**src/rtl/riskv_pkg.sv**
```systemverilog
// Shared encodings and the EX/MEM register layout used by the execute-to-memory boundary.
package riskv_pkg;

    localparam int XLEN       = 32;
    localparam int REG_ADDR_W = 5;

    typedef enum logic [1:0] {
        RES_ALU = 2'b00,
        RES_MEM = 2'b01,
        RES_PC4 = 2'b10
    } result_src_e;

    // Must stay in step with the comparison codes the ALU decodes.
    typedef enum logic [2:0] {
        BEQ  = 3'b000,
        BNE  = 3'b001,
        BLT  = 3'b100,
        BGE  = 3'b101,
        BLTU = 3'b110,
        BGEU = 3'b111
    } branch_f3_e;

    typedef struct packed {
        logic                  valid;
        logic                  reg_write;
        logic                  mem_write;
        result_src_e           result_src;
        logic [2:0]            funct3;
        logic [REG_ADDR_W-1:0] rd;
        logic [XLEN-1:0]       alu_result;
        logic [XLEN-1:0]       pc_plus4;
        logic [XLEN-1:0]       write_data;
    } ex_mem_t;

    function automatic logic is_misaligned(input logic [1:0] addr_lsbs);
        return |addr_lsbs;
    endfunction

endpackage

```
**src/rtl/ex_mem_stage_if.sv**
```systemverilog
// Bundle between the EX stage, the EX/MEM register, the memory stage and the fetch redirect path.
interface ex_mem_stage_if #(
    parameter int DATA_WIDTH     = 32,
    parameter int REG_ADDR_WIDTH = 5,
    parameter int CNT_WIDTH      = 32
);
    logic                      valid_i;
    logic [DATA_WIDTH-1:0]     pc_i;
    logic [DATA_WIDTH-1:0]     pcPlus4_i;
    logic [DATA_WIDTH-1:0]     immExt_i;
    logic [DATA_WIDTH-1:0]     ALUResult_i;
    logic                      branchTaken_i;
    logic                      isBranch_i;
    logic                      isJal_i;
    logic                      isJalr_i;
    logic                      regWrite_i;
    logic                      memWrite_i;
    logic [1:0]                resultSrc_i;
    logic [2:0]                funct3_i;
    logic [REG_ADDR_WIDTH-1:0] rd_i;
    logic [DATA_WIDTH-1:0]     writeData_i;
    logic                      stall_i;
    logic                      flush_i;

    logic                      valid_o;
    logic [DATA_WIDTH-1:0]     ALUResult_o;
    logic [DATA_WIDTH-1:0]     pcPlus4_o;
    logic [DATA_WIDTH-1:0]     writeData_o;
    logic                      regWrite_o;
    logic                      memWrite_o;
    logic [1:0]                resultSrc_o;
    logic [2:0]                funct3_o;
    logic [REG_ADDR_WIDTH-1:0] rd_o;
    logic                      redirect_o;
    logic [DATA_WIDTH-1:0]     target_o;
    logic                      flushFront_o;
    logic                      misalign_o;
    logic [CNT_WIDTH-1:0]      branchCount_o;
    logic [CNT_WIDTH-1:0]      takenCount_o;

    modport slave (
        input  valid_i, pc_i, pcPlus4_i, immExt_i, ALUResult_i, branchTaken_i,
               isBranch_i, isJal_i, isJalr_i, regWrite_i, memWrite_i, resultSrc_i,
               funct3_i, rd_i, writeData_i, stall_i, flush_i,
        output valid_o, ALUResult_o, pcPlus4_o, writeData_o, regWrite_o, memWrite_o,
               resultSrc_o, funct3_o, rd_o, redirect_o, target_o, flushFront_o,
               misalign_o, branchCount_o, takenCount_o
    );

    modport master (
        output valid_i, pc_i, pcPlus4_i, immExt_i, ALUResult_i, branchTaken_i,
               isBranch_i, isJal_i, isJalr_i, regWrite_i, memWrite_i, resultSrc_i,
               funct3_i, rd_i, writeData_i, stall_i, flush_i,
        input  valid_o, ALUResult_o, pcPlus4_o, writeData_o, regWrite_o, memWrite_o,
               resultSrc_o, funct3_o, rd_o, redirect_o, target_o, flushFront_o,
               misalign_o, branchCount_o, takenCount_o
    );
endinterface

```
**src/rtl/ex_mem_stage_branch_resolve.sv**
```systemverilog
// Combinational control-transfer resolution: target PC, take decision and alignment check.
module branch_resolve
    import riskv_pkg::*;
#(
    parameter int DATA_WIDTH = 32
) (
    input  logic                  valid_i,
    input  logic [DATA_WIDTH-1:0] pc_i,
    input  logic [DATA_WIDTH-1:0] imm_i,
    input  logic [DATA_WIDTH-1:0] alu_result_i,
    input  logic                  branch_taken_i,
    input  logic                  is_branch_i,
    input  logic                  is_jal_i,
    input  logic                  is_jalr_i,
    output logic [DATA_WIDTH-1:0] target_o,
    output logic                  take_o,
    output logic                  misalign_o,
    output logic                  redirect_o
);
    always_comb begin
        // JALR clears bit 0; bit 1 is left alone so a misaligned JALR is still caught.
        if (is_jalr_i) begin
            target_o = {alu_result_i[DATA_WIDTH-1:1], 1'b0};
        end else begin
            target_o = pc_i + imm_i;
        end
        take_o     = valid_i & (is_jal_i | is_jalr_i | (is_branch_i & branch_taken_i));
        misalign_o = take_o & is_misaligned(target_o[1:0]);
        redirect_o = take_o & ~misalign_o;
    end
endmodule

```
**src/rtl/ex_mem_stage.sv**
```systemverilog
// EX/MEM pipeline register with redirect generation, wrong-path squash and branch statistics.
module ex_mem_stage
    import riskv_pkg::*;
#(
    parameter int DATA_WIDTH     = XLEN,
    parameter int REG_ADDR_WIDTH = REG_ADDR_W,
    parameter int CNT_WIDTH      = 32
) (
    input logic           clk,
    input logic           rst,
    ex_mem_stage_if.slave bus
);
    localparam logic [CNT_WIDTH-1:0] CNT_ONE = {{(CNT_WIDTH-1){1'b0}}, 1'b1};

    ex_mem_t               ex_mem_q, ex_mem_d;
    logic                  redirect_q;
    logic                  misalign_q;
    logic [DATA_WIDTH-1:0] target_q;
    logic [CNT_WIDTH-1:0]  branch_cnt_q, branch_cnt_d;
    logic [CNT_WIDTH-1:0]  taken_cnt_q, taken_cnt_d;

    logic                  squash;
    logic                  eff_valid;
    logic [DATA_WIDTH-1:0] target;
    logic                  take;
    logic                  misalign;
    logic                  redirect_d;

    // The instruction sitting in EX while a redirect leaves is on the wrong path.
    assign squash    = redirect_q & ~bus.stall_i;
    assign eff_valid = bus.valid_i & ~squash;

    branch_resolve #(.DATA_WIDTH(DATA_WIDTH)) u_resolve (
        .valid_i        (eff_valid),
        .pc_i           (bus.pc_i),
        .imm_i          (bus.immExt_i),
        .alu_result_i   (bus.ALUResult_i),
        .branch_taken_i (bus.branchTaken_i),
        .is_branch_i    (bus.isBranch_i),
        .is_jal_i       (bus.isJal_i),
        .is_jalr_i      (bus.isJalr_i),
        .target_o       (target),
        .take_o         (take),
        .misalign_o     (misalign),
        .redirect_o     (redirect_d)
    );

    always_comb begin
        ex_mem_d            = '0;
        ex_mem_d.valid      = eff_valid;
        // A misaligned control transfer must not retire any architectural side effect.
        ex_mem_d.reg_write  = bus.regWrite_i & eff_valid & ~misalign;
        ex_mem_d.mem_write  = bus.memWrite_i & eff_valid & ~misalign;
        ex_mem_d.result_src = result_src_e'(bus.resultSrc_i);
        ex_mem_d.funct3     = bus.funct3_i;
        ex_mem_d.rd         = bus.rd_i;
        ex_mem_d.alu_result = bus.ALUResult_i;
        ex_mem_d.pc_plus4   = bus.pcPlus4_i;
        ex_mem_d.write_data = bus.writeData_i;

        branch_cnt_d = branch_cnt_q;
        taken_cnt_d  = taken_cnt_q;
        if (eff_valid & bus.isBranch_i) begin
            branch_cnt_d = branch_cnt_q + CNT_ONE;
            if (bus.branchTaken_i) begin
                taken_cnt_d = taken_cnt_q + CNT_ONE;
            end
        end
    end

    always_ff @(posedge clk or posedge rst) begin
        if (rst) begin
            ex_mem_q     <= '0;
            redirect_q   <= 1'b0;
            misalign_q   <= 1'b0;
            target_q     <= '0;
            branch_cnt_q <= '0;
            taken_cnt_q  <= '0;
        end else if (bus.flush_i) begin
            ex_mem_q.valid     <= 1'b0;
            ex_mem_q.reg_write <= 1'b0;
            ex_mem_q.mem_write <= 1'b0;
            redirect_q         <= 1'b0;
            misalign_q         <= 1'b0;
        end else if (!bus.stall_i) begin
            ex_mem_q     <= ex_mem_d;
            redirect_q   <= redirect_d;
            misalign_q   <= misalign;
            target_q     <= target;
            branch_cnt_q <= branch_cnt_d;
            taken_cnt_q  <= taken_cnt_d;
        end
    end

    assign bus.valid_o       = ex_mem_q.valid;
    assign bus.regWrite_o    = ex_mem_q.reg_write;
    assign bus.memWrite_o    = ex_mem_q.mem_write;
    assign bus.resultSrc_o   = ex_mem_q.result_src;
    assign bus.funct3_o      = ex_mem_q.funct3;
    assign bus.rd_o          = ex_mem_q.rd;
    assign bus.ALUResult_o   = ex_mem_q.alu_result;
    assign bus.pcPlus4_o     = ex_mem_q.pc_plus4;
    assign bus.writeData_o   = ex_mem_q.write_data;
    assign bus.redirect_o    = redirect_q;
    assign bus.flushFront_o  = redirect_q;
    assign bus.target_o      = target_q;
    assign bus.misalign_o    = misalign_q;
    assign bus.branchCount_o = branch_cnt_q;
    assign bus.takenCount_o  = taken_cnt_q;

endmodule

```
**src/flat_wrapper.sv**
```systemverilog
// flat-port wrapper written by rule: the top's interface ports become plain ports
module ex_mem_stage_flat import riskv_pkg::*;
#(
    parameter int DATA_WIDTH     = XLEN,
    parameter int REG_ADDR_WIDTH = REG_ADDR_W,
    parameter int CNT_WIDTH      = 32
)
  (clk, rst, bus_valid_i, bus_pc_i, bus_pcPlus4_i, bus_immExt_i, bus_ALUResult_i, bus_branchTaken_i, bus_isBranch_i, bus_isJal_i, bus_isJalr_i, bus_regWrite_i, bus_memWrite_i, bus_resultSrc_i, bus_funct3_i, bus_rd_i, bus_writeData_i, bus_stall_i, bus_flush_i, bus_valid_o, bus_ALUResult_o, bus_pcPlus4_o, bus_writeData_o, bus_regWrite_o, bus_memWrite_o, bus_resultSrc_o, bus_funct3_o, bus_rd_o, bus_redirect_o, bus_target_o, bus_flushFront_o, bus_misalign_o, bus_branchCount_o, bus_takenCount_o);
  ex_mem_stage_if #(.DATA_WIDTH(DATA_WIDTH), .REG_ADDR_WIDTH(REG_ADDR_WIDTH), .CNT_WIDTH(CNT_WIDTH)) bus_i ();
  input logic clk;
  input logic rst;
  input wire logic [$bits(bus_i.valid_i)-1:0] bus_valid_i;
  input wire logic [$bits(bus_i.pc_i)-1:0] bus_pc_i;
  input wire logic [$bits(bus_i.pcPlus4_i)-1:0] bus_pcPlus4_i;
  input wire logic [$bits(bus_i.immExt_i)-1:0] bus_immExt_i;
  input wire logic [$bits(bus_i.ALUResult_i)-1:0] bus_ALUResult_i;
  input wire logic [$bits(bus_i.branchTaken_i)-1:0] bus_branchTaken_i;
  input wire logic [$bits(bus_i.isBranch_i)-1:0] bus_isBranch_i;
  input wire logic [$bits(bus_i.isJal_i)-1:0] bus_isJal_i;
  input wire logic [$bits(bus_i.isJalr_i)-1:0] bus_isJalr_i;
  input wire logic [$bits(bus_i.regWrite_i)-1:0] bus_regWrite_i;
  input wire logic [$bits(bus_i.memWrite_i)-1:0] bus_memWrite_i;
  input wire logic [$bits(bus_i.resultSrc_i)-1:0] bus_resultSrc_i;
  input wire logic [$bits(bus_i.funct3_i)-1:0] bus_funct3_i;
  input wire logic [$bits(bus_i.rd_i)-1:0] bus_rd_i;
  input wire logic [$bits(bus_i.writeData_i)-1:0] bus_writeData_i;
  input wire logic [$bits(bus_i.stall_i)-1:0] bus_stall_i;
  input wire logic [$bits(bus_i.flush_i)-1:0] bus_flush_i;
  output wire logic [$bits(bus_i.valid_o)-1:0] bus_valid_o;
  output wire logic [$bits(bus_i.ALUResult_o)-1:0] bus_ALUResult_o;
  output wire logic [$bits(bus_i.pcPlus4_o)-1:0] bus_pcPlus4_o;
  output wire logic [$bits(bus_i.writeData_o)-1:0] bus_writeData_o;
  output wire logic [$bits(bus_i.regWrite_o)-1:0] bus_regWrite_o;
  output wire logic [$bits(bus_i.memWrite_o)-1:0] bus_memWrite_o;
  output wire logic [$bits(bus_i.resultSrc_o)-1:0] bus_resultSrc_o;
  output wire logic [$bits(bus_i.funct3_o)-1:0] bus_funct3_o;
  output wire logic [$bits(bus_i.rd_o)-1:0] bus_rd_o;
  output wire logic [$bits(bus_i.redirect_o)-1:0] bus_redirect_o;
  output wire logic [$bits(bus_i.target_o)-1:0] bus_target_o;
  output wire logic [$bits(bus_i.flushFront_o)-1:0] bus_flushFront_o;
  output wire logic [$bits(bus_i.misalign_o)-1:0] bus_misalign_o;
  output wire logic [$bits(bus_i.branchCount_o)-1:0] bus_branchCount_o;
  output wire logic [$bits(bus_i.takenCount_o)-1:0] bus_takenCount_o;
  assign bus_i.valid_i = bus_valid_i;
  assign bus_i.pc_i = bus_pc_i;
  assign bus_i.pcPlus4_i = bus_pcPlus4_i;
  assign bus_i.immExt_i = bus_immExt_i;
  assign bus_i.ALUResult_i = bus_ALUResult_i;
  assign bus_i.branchTaken_i = bus_branchTaken_i;
  assign bus_i.isBranch_i = bus_isBranch_i;
  assign bus_i.isJal_i = bus_isJal_i;
  assign bus_i.isJalr_i = bus_isJalr_i;
  assign bus_i.regWrite_i = bus_regWrite_i;
  assign bus_i.memWrite_i = bus_memWrite_i;
  assign bus_i.resultSrc_i = bus_resultSrc_i;
  assign bus_i.funct3_i = bus_funct3_i;
  assign bus_i.rd_i = bus_rd_i;
  assign bus_i.writeData_i = bus_writeData_i;
  assign bus_i.stall_i = bus_stall_i;
  assign bus_i.flush_i = bus_flush_i;
  assign bus_valid_o = bus_i.valid_o;
  assign bus_ALUResult_o = bus_i.ALUResult_o;
  assign bus_pcPlus4_o = bus_i.pcPlus4_o;
  assign bus_writeData_o = bus_i.writeData_o;
  assign bus_regWrite_o = bus_i.regWrite_o;
  assign bus_memWrite_o = bus_i.memWrite_o;
  assign bus_resultSrc_o = bus_i.resultSrc_o;
  assign bus_funct3_o = bus_i.funct3_o;
  assign bus_rd_o = bus_i.rd_o;
  assign bus_redirect_o = bus_i.redirect_o;
  assign bus_target_o = bus_i.target_o;
  assign bus_flushFront_o = bus_i.flushFront_o;
  assign bus_misalign_o = bus_i.misalign_o;
  assign bus_branchCount_o = bus_i.branchCount_o;
  assign bus_takenCount_o = bus_i.takenCount_o;
  ex_mem_stage #(.DATA_WIDTH(DATA_WIDTH), .REG_ADDR_WIDTH(REG_ADDR_WIDTH), .CNT_WIDTH(CNT_WIDTH)) u_core (.clk(clk), .rst(rst), .bus(bus_i));
endmodule
```
**config.mk**
```make
export PLATFORM = sky130hd
export DESIGN_NAME = ex_mem_stage_flat
export DESIGN_NICKNAME = d
export VERILOG_FILES = /design/src/rtl/riskv_pkg.sv /design/src/rtl/ex_mem_stage_if.sv /design/src/rtl/ex_mem_stage_branch_resolve.sv /design/src/rtl/ex_mem_stage.sv /design/src/flat_wrapper.sv
export SDC_FILE = /design/constraint.sdc
export NUM_CORES = 1
export LEC_CHECK = 0
export BUFFER_PORTS_ARGS = -buffer_cell sky130_fd_sc_hd__buf_2
export CAP_MARGIN = 5
export CELL_PAD_IN_SITES_DETAIL_PLACEMENT = 1
export CELL_PAD_IN_SITES_GLOBAL_PLACEMENT = 1
export CORE_MARGIN = 4
export CORE_UTILIZATION = 30
export CTS_CLUSTER_SIZE = 40
export DETAILED_ROUTE_END_ITERATION = 16
export PLACE_DENSITY_LB_ADDON = 0.05
export SYNTH_ARGS = -nofsm -noshare
export SYNTH_HDL_FRONTEND = slang
export SYNTH_SLANG_ARGS = --single-unit
```
**constraint.sdc**
```tcl
create_clock -name clk -period 8.48 [get_ports clk]
set_input_delay 0.424 -clock clk [delete_from_list [all_inputs] [get_ports clk]]
set_output_delay 0.424 -clock clk [all_outputs]
set_load 0.1 [all_outputs]
```
==> results of run 1 <==
==> report_power, final <==
part | total (mW) | internal, mW | switching, mW
sequential | 1.16 | 1.09 | 0.0704
clock | 1.13 | 0.684 | 0.442
combinational | 1.29 | 0.218 | 1.07
total | 3.58 | 2.00 | 1.59
==> flip-flops by register name, summed over array words and instances (netlist names) <==
register,flops
u_core.bus.ALUResult_o,32
u_core.bus.branchCount_o,32
u_core.bus.flushFront_o,1
u_core.bus.funct3_o,3
u_core.bus.memWrite_o,1
u_core.bus.misalign_o,1
u_core.bus.pcPlus4_o,32
u_core.bus.rd_o,5
u_core.bus.regWrite_o,1
u_core.bus.resultSrc_o,2
u_core.bus.takenCount_o,32
u_core.bus.target_o,32
u_core.bus.valid_o,1
u_core.bus.writeData_o,32
==> path summary, 6_finish.rpt <==
path	end	slack, ns	cells after the start
worst max-delay path	u_core.bus.target_o[26]	5.90	11
worst min-delay path	u_core.bus.writeData_o[22]	-0.02	2
worst max register to register	u_core.bus.branchCount_o[21]	6.00	7
worst min register to register	u_core.bus.target_o[0]	0.46	2
max in group asynchronous	u_core.bus.target_o[28]	6.45	4
min in group clk	u_core.bus.pcPlus4_o[2]	0.07	3
==> routing by layer <==
| metal | part of all wire (%) | vias up | track usage [%] |
|---|---|---|---|
| met1 | 42 | 4330 | 23.4 |
| li1 | - | 4430 | - |
| met5 | 0.058 | - | 0 |
| met3 | 7.0 | 47 | 4.09 |
| met2 | 49 | 230 | 30.5 |
| met4 | 2.0 | 2 | 4.64 |
==> cell usage in the layout, fill, tap and decap left out, drive strengths merged, types with 4 or more instances in the layout <==
cell / netlist / final
nor2b: 4 / 4
or2: 4 / 4
nand4: 21 / 21
clkbuf: 37 / 42
xor2: 23 / 23
xnor2: 62 / 62
a21o: 13 / 13
dfrtp: 207 / 207
and3: 17 / 17
nand3: 36 / 36
nor3: 11 / 11
mux2i: 15 / 15
nand2: 396 / 396
nor2: 55 / 55
buf: 10 / 394
ha: 33 / 33
o21ai: 31 / 31
nor3b: 7 / 7
o21a: 5 / 5
inv: 10 / 11
a21oi: 54 / 54
and2: 7 / 7
==> synth_stat cells (all sizes together), types with 2 or more instances <==
master   count
a2111oi      2
a211o        2
a211oi       3
a21o        13
a21oi       54
a221o        2
a31oi        3
a32o         2
and2         7
and3        17
buf         10
clkbuf      37
dfrtp      207
ha          33
inv         10
mux2         2
mux2i       15
nand2      396
nand2b       2
nand3       36
nand4       21
nand4b       2
nor2        55
nor2b        4
nor3        11
nor3b        7
nor4b        2
o211ai       3
o21a         5
o21ai       31
o21bai       3
o31ai        3
or2          4
or4          2
xnor2       62
xor2        23
==> cell type report <==
class	instances	area, um^2	share of cell area [%]
multi-input combinational	843	4730	35.3
inverter	10	45.0	0.337
clock buffer	42	812	6.07
clock inverter	6	65.1	0.486
antenna	2	5.00	0.0374
timing repair buffer	394	1990	14.8
sequential	207	5180	38.7
tap	448	561	4.19
==> critical path, cell delays in order <==
cell       delay [ns]
buf_2            0.10
ha_1             0.22
fa_1             0.43
a211oi_1         0.35
o211ai_1         0.21
a21oi_1          0.25
o2111ai_1        0.19
a31oi_1          0.38
o31ai_2          0.17
mux2i_1          0.17
nand3_1          0.08
==> cells by family after synthesis <==
family	share of synthesized area, %
mux	1.70
fa+ha+maj	4.27
buf+inv	2.37
xor+xnor	7.34
compound gates	8.31
simple gates	24.9
flops	51.1
==> through the flow <==
stage	util, %	cell area [um^2]	worst slack, ns
floorplan	-	10100	2.40
global placement	37.4	12500	5.36
detailed placement	37.4	12500	5.33
CTS	40.0	13400	5.88
global route	40.0	13400	5.68
finish	40.0	13400	5.90
==> impl_metrics.env, run 1 <==
export IMPL_synthFlopType="dfrtp_1"
export IMPL_yosysTopAreaCell="dfrtp_1"
export IMPL_drc=0
export IMPL_ys_top_cells_by_area="dfrtp_1, nand2_1, xnor2_1, ha_1, a21oi_1"
export IMPL_crit_fanout=3
export IMPL_synth_seq_cells=207
export IMPL_seq_area_frac_synth_pct=51.1
export IMPL_ys_warn_count=0
export IMPL_synthCells=1107
export IMPL_die_h_um=192
export IMPL_fin_nets=1698
export IMPL_crit_start="bus_immExt_i[0]"
export IMPL_status="finished, violations left"
export IMPL_dpl_hpwl_um=25700
export IMPL_postRouteAntennaNets=0
export IMPL_grt_max_degree=90
export IMPL_syn_area_per_cell_um2=9.16
export IMPL_hold_class="input pin to asynchronous set/reset pin"
export IMPL_drtPass1Iterations=4
export IMPL_p_per_area_nw_per_um2=268
export IMPL_cts_repair_resize_count=0
export IMPL_root_buffer="clkbuf_16"
export IMPL_cts_made_buffers=27
export IMPL_clock_path_buffers=3
export IMPL_cts_hold_buf=0
export IMPL_cts_tree="built"
export IMPL_rsz0062_at_grt="false"
export IMPL_relSlewSlack_pct=34.2
export IMPL_tightest_slew_ns=0.987
export IMPL_worst_setup_path_start_kind="input pin"
export IMPL_grt_ovfl_total=0
export IMPL_drt_initial_drc_count=391
export IMPL_setup_tns_ns=0
export IMPL_start_util_pct=30.3
export IMPL_rows=67
export IMPL_required_ns=8.88
export IMPL_synth_edff_count=0
export IMPL_ys_types=66
export IMPL_synthArstFlopShare_pct=100
export IMPL_final_min_clock_period_ns=2.58
export IMPL_final_layout_size_suffix_gt1_share_pct=30.8
export IMPL_clk_pin_slew_ns=0.06
export IMPL_grt_pass1_vias=9475
export IMPL_area_growth_pct=32.0
export IMPL_cts_setup_buffers=0
export IMPL_period_share_pct=30.5
export IMPL_crit_arrival_ns=2.98
export IMPL_synth_area_um2=10100
export IMPL_p_leak_nw=7.22
export IMPL_peakVddDrop_mv=0.149
export IMPL_violations="negative hold slack"
export IMPL_cts_sinks=207
export IMPL_antenna_found_initial=3
export IMPL_clk_latency_ns=0.53
export IMPL_dr_total_vias=9039
export IMPL_htreeDepth=1
export IMPL_synth_top_area_share_pct=51.1
export IMPL_endpoint_kind="flop"
export IMPL_slew_viol_final=0
export IMPL_wl_per_cell_um=17.7
export IMPL_grt_pass1_wl_um=53100
export IMPL_grt_use_total_pct=18.0
export IMPL_io_buffers=388
export IMPL_fp_coreArea_um2=33400
export IMPL_dieWidth_um=192
export IMPL_final_instance_count_excl_fill=1952
export IMPL_maxCapViolCount=0
export IMPL_via_per_inst=4.63
export IMPL_num_fill_cells=4014
export IMPL_syn_num_nets=1322
export IMPL_finalWirelength_um=34500
export IMPL_gp_congestion=0.766
export IMPL_finClkSkew_ns=0.0160
export IMPL_setup_viol=0
export IMPL_power_mw=3.58
export IMPL_fmax_ghz=0.387
export IMPL_hold_ws_ns=-0.0224
export IMPL_setup_worst_path_class="input pin to flop"
export IMPL_io_pins=389
export IMPL_rr_startpoint="u_core.bus.flushFront_o"
export IMPL_dieArea_um2=36800
export IMPL_dp_cells=1902
export IMPL_hold_viol_final=7
Power figures use the tool's default switching activity.
==> run 2, diff against run 1 <==
- clock period: 8.48 -> 2.5 ns (I/O delays scaled with it)
==> run 2 against run 1 <==
  * The run now ends clean
  * Utilization up 4.6 points
  * Largest cell class unchanged
  * Critical path type unchanged
  * Global-route usage up 1.2 points
  * First-iteration DRC count down 18%
  * Clock power rose to 3.6 times the previous value
  * Die area unchanged
  * Clock-buffer cell count down 2
  * Setup slack worse by 5.7 ns
==> impl_metrics.env, run 2 (synthesis results as in run 1) <==
export IMPL_status="finished clean"
export IMPL_period_share_pct=93.4
export IMPL_drt_initial_drc_count=319
export IMPL_cts_sinks=207
export IMPL_final_min_clock_period_ns=2.34
export IMPL_worstHoldPathCells=3
export IMPL_hold_class="input pin to flop"
export IMPL_fp_coreArea_um2=33400
export IMPL_worst_setup_path_start_kind="input pin"
export IMPL_peakVddDrop_mv=0.457
export IMPL_antenna_found_initial=2
export IMPL_dpl_hpwl_um=27200
export IMPL_p_leak_nw=7.92
export IMPL_r2r_setup_slack_ns=0.27
export IMPL_finalWirelength_um=36600
export IMPL_start_util_pct=30.3
export IMPL_dieWidth_um=192
export IMPL_ff2ff_path_depth=8
export IMPL_drtPass1Iterations=4
export IMPL_postRouteAntennaNets=0
export IMPL_grt_use_total_pct=19.3
export IMPL_rr_startpoint="u_core.bus.flushFront_o"
export IMPL_final_instance_count_excl_fill=2099
export IMPL_crit_arrival_ns=2.74
export IMPL_cts_tree="built"
export IMPL_p_per_area_nw_per_um2=849
export IMPL_clock_path_buffers=3
export IMPL_final_cell_mix="nand2_1, buf_2, dfrtp_1"
export IMPL_power_mw=12.7
export IMPL_via_per_inst=4.62
export IMPL_rows=67
export IMPL_cts_setup_buffers=0
export IMPL_final_common_cell="nand2_1"
export IMPL_required_ns=2.90
export IMPL_final_layout_size_suffix_gt1_share_pct=30.4
export IMPL_relSlewSlack_pct=55.1
export IMPL_hold_viol_final=0
export IMPL_setup_worst_path_class="input pin to flop"
export IMPL_grt_pass1_vias=10431
export IMPL_dp_cells=1940
export IMPL_area_growth_pct=47.1
export IMPL_wl_per_cell_um=17.4
export IMPL_final_util_pct=44.6
export IMPL_placed_area_um2=12900
export IMPL_finClkSkew_ns=0.00794
export IMPL_die_h_um=192
export IMPL_tightest_slew_ns=0.671
export IMPL_grt_ovfl_total=0
export IMPL_root_buffer="clkbuf_16"
export IMPL_clk_pin_slew_ns=0.06
export IMPL_fin_nets=1845
export IMPL_grt_pass1_wl_um=57000
export IMPL_dieArea_um2=36800
export IMPL_holdPathEnd="u_core.bus.memWrite_o"
export IMPL_worstHoldStart="bus_stall_i"
export IMPL_maxCapViolCount=0
export IMPL_rsz0062_at_grt="false"
export IMPL_grt_max_degree=94
export IMPL_cts_made_buffers=26
export IMPL_clk_latency_ns=0.52
export IMPL_crit_fanout=3
export IMPL_setup_tns_ns=0
export IMPL_final_area_um2=14900
export IMPL_io_pins=389
export IMPL_setup_viol=0
export IMPL_drc=0
export IMPL_rr_endpoint="u_core.bus.takenCount_o[28]"
export IMPL_endpoint_kind="flop"
export IMPL_cts_repair_resize_count=0
export IMPL_htreeDepth=1
export IMPL_dr_total_vias=9690
export IMPL_io_buffers=388
export IMPL_gp_congestion=0.836
export IMPL_fmax_ghz=0.428
export IMPL_slew_viol_final=0
run 2: cell count changes in the layout (fill, tap and decap cells not counted), moves of 3 or more:
cell,previous run,this run
dlygate4sd3_1,0,110
buf_12,0,6
clkbuf_1,7,4
buf_4,6,38
bufinv_16,1,4
run 2: stage by stage:
| step | setup WS (ns) | hold slack, ns |
|---|---|---|
| final | 0.165 | 0.0552 |
| after global routing | 0.0123 | 0.0342 |
| after CTS | 0.164 | 0.0247 |
| after detailed placement | -0.410 | 0.0415 |
| after global placement | -0.255 | 0.0423 |
| after floorplan | -0.311 | 0.191 |
run 2: worst max path at each step:
| stage | startpoint | end | slack, ns |
|---|---|---|---|
| 3_5_place_dp | bus_immExt_i[0] | u_core.bus.target_o[18] | -0.41 |
| 2_1_floorplan | rst | u_core.bus.ALUResult_o[0] | -0.31 |
| 4_1_cts | bus_immExt_i[0] | u_core.bus.target_o[18] | 0.16 |
| 5_1_grt | bus_immExt_i[0] | u_core.bus.target_o[26] | 0.01 |
| 6_report | bus_immExt_i[0] | u_core.bus.target_o[18] | 0.16 |
| 3_3_place_gp | bus_immExt_i[0] | u_core.bus.target_o[18] | -0.26 |
run 2: report_power, final:
| group | internal, mW | switching (mW) |
|---|---|---|
| sequential | 3.71 | 0.243 |
| combinational | 0.918 | 3.70 |
| clock | 2.63 | 1.45 |
| total | 7.26 | 5.39 |
run 2: routing by layer:
layer | global-route usage (%) | vias to the layer above | routed length, um
li1 | - | 4718 | -
met1 | 24.3 | 4642 | 15200
met2 | 33.4 | 267 | 17800
met3 | 4.05 | 61 | 2450
met4 | 5.52 | 2 | 1100
met5 | 0 | - | 7
run 2: critical path: stages:
cell and delay, ns:
buf_2 0.10, ha_1 0.22, fa_1 0.44, a211oi_1 0.43, o211ai_1 0.24, a211oi_2 0.29
o21bai_1 0.15, a221o_1 0.33, a21oi_1 0.18, xor2_1 0.16, o21ai_1 0.08
run 2: repair_timing:
item	4_1_cts	5_1_grt
endpoints found under the hold margin	345	0
hold buffers	110	0
setup endpoints to repair	0	0
run 2: final cells by class:
type	instances	area (um^2)
Antenna cell	3	7.51
Clock buffer	40	815
Clock inverter	6	133
Fill cell	3941	18500
Inverter	10	41.3
Multi-Input combinational cell	843	4730
Sequential cell	207	5180
Tap cell	448	561
Timing Repair Buffer	542	3450
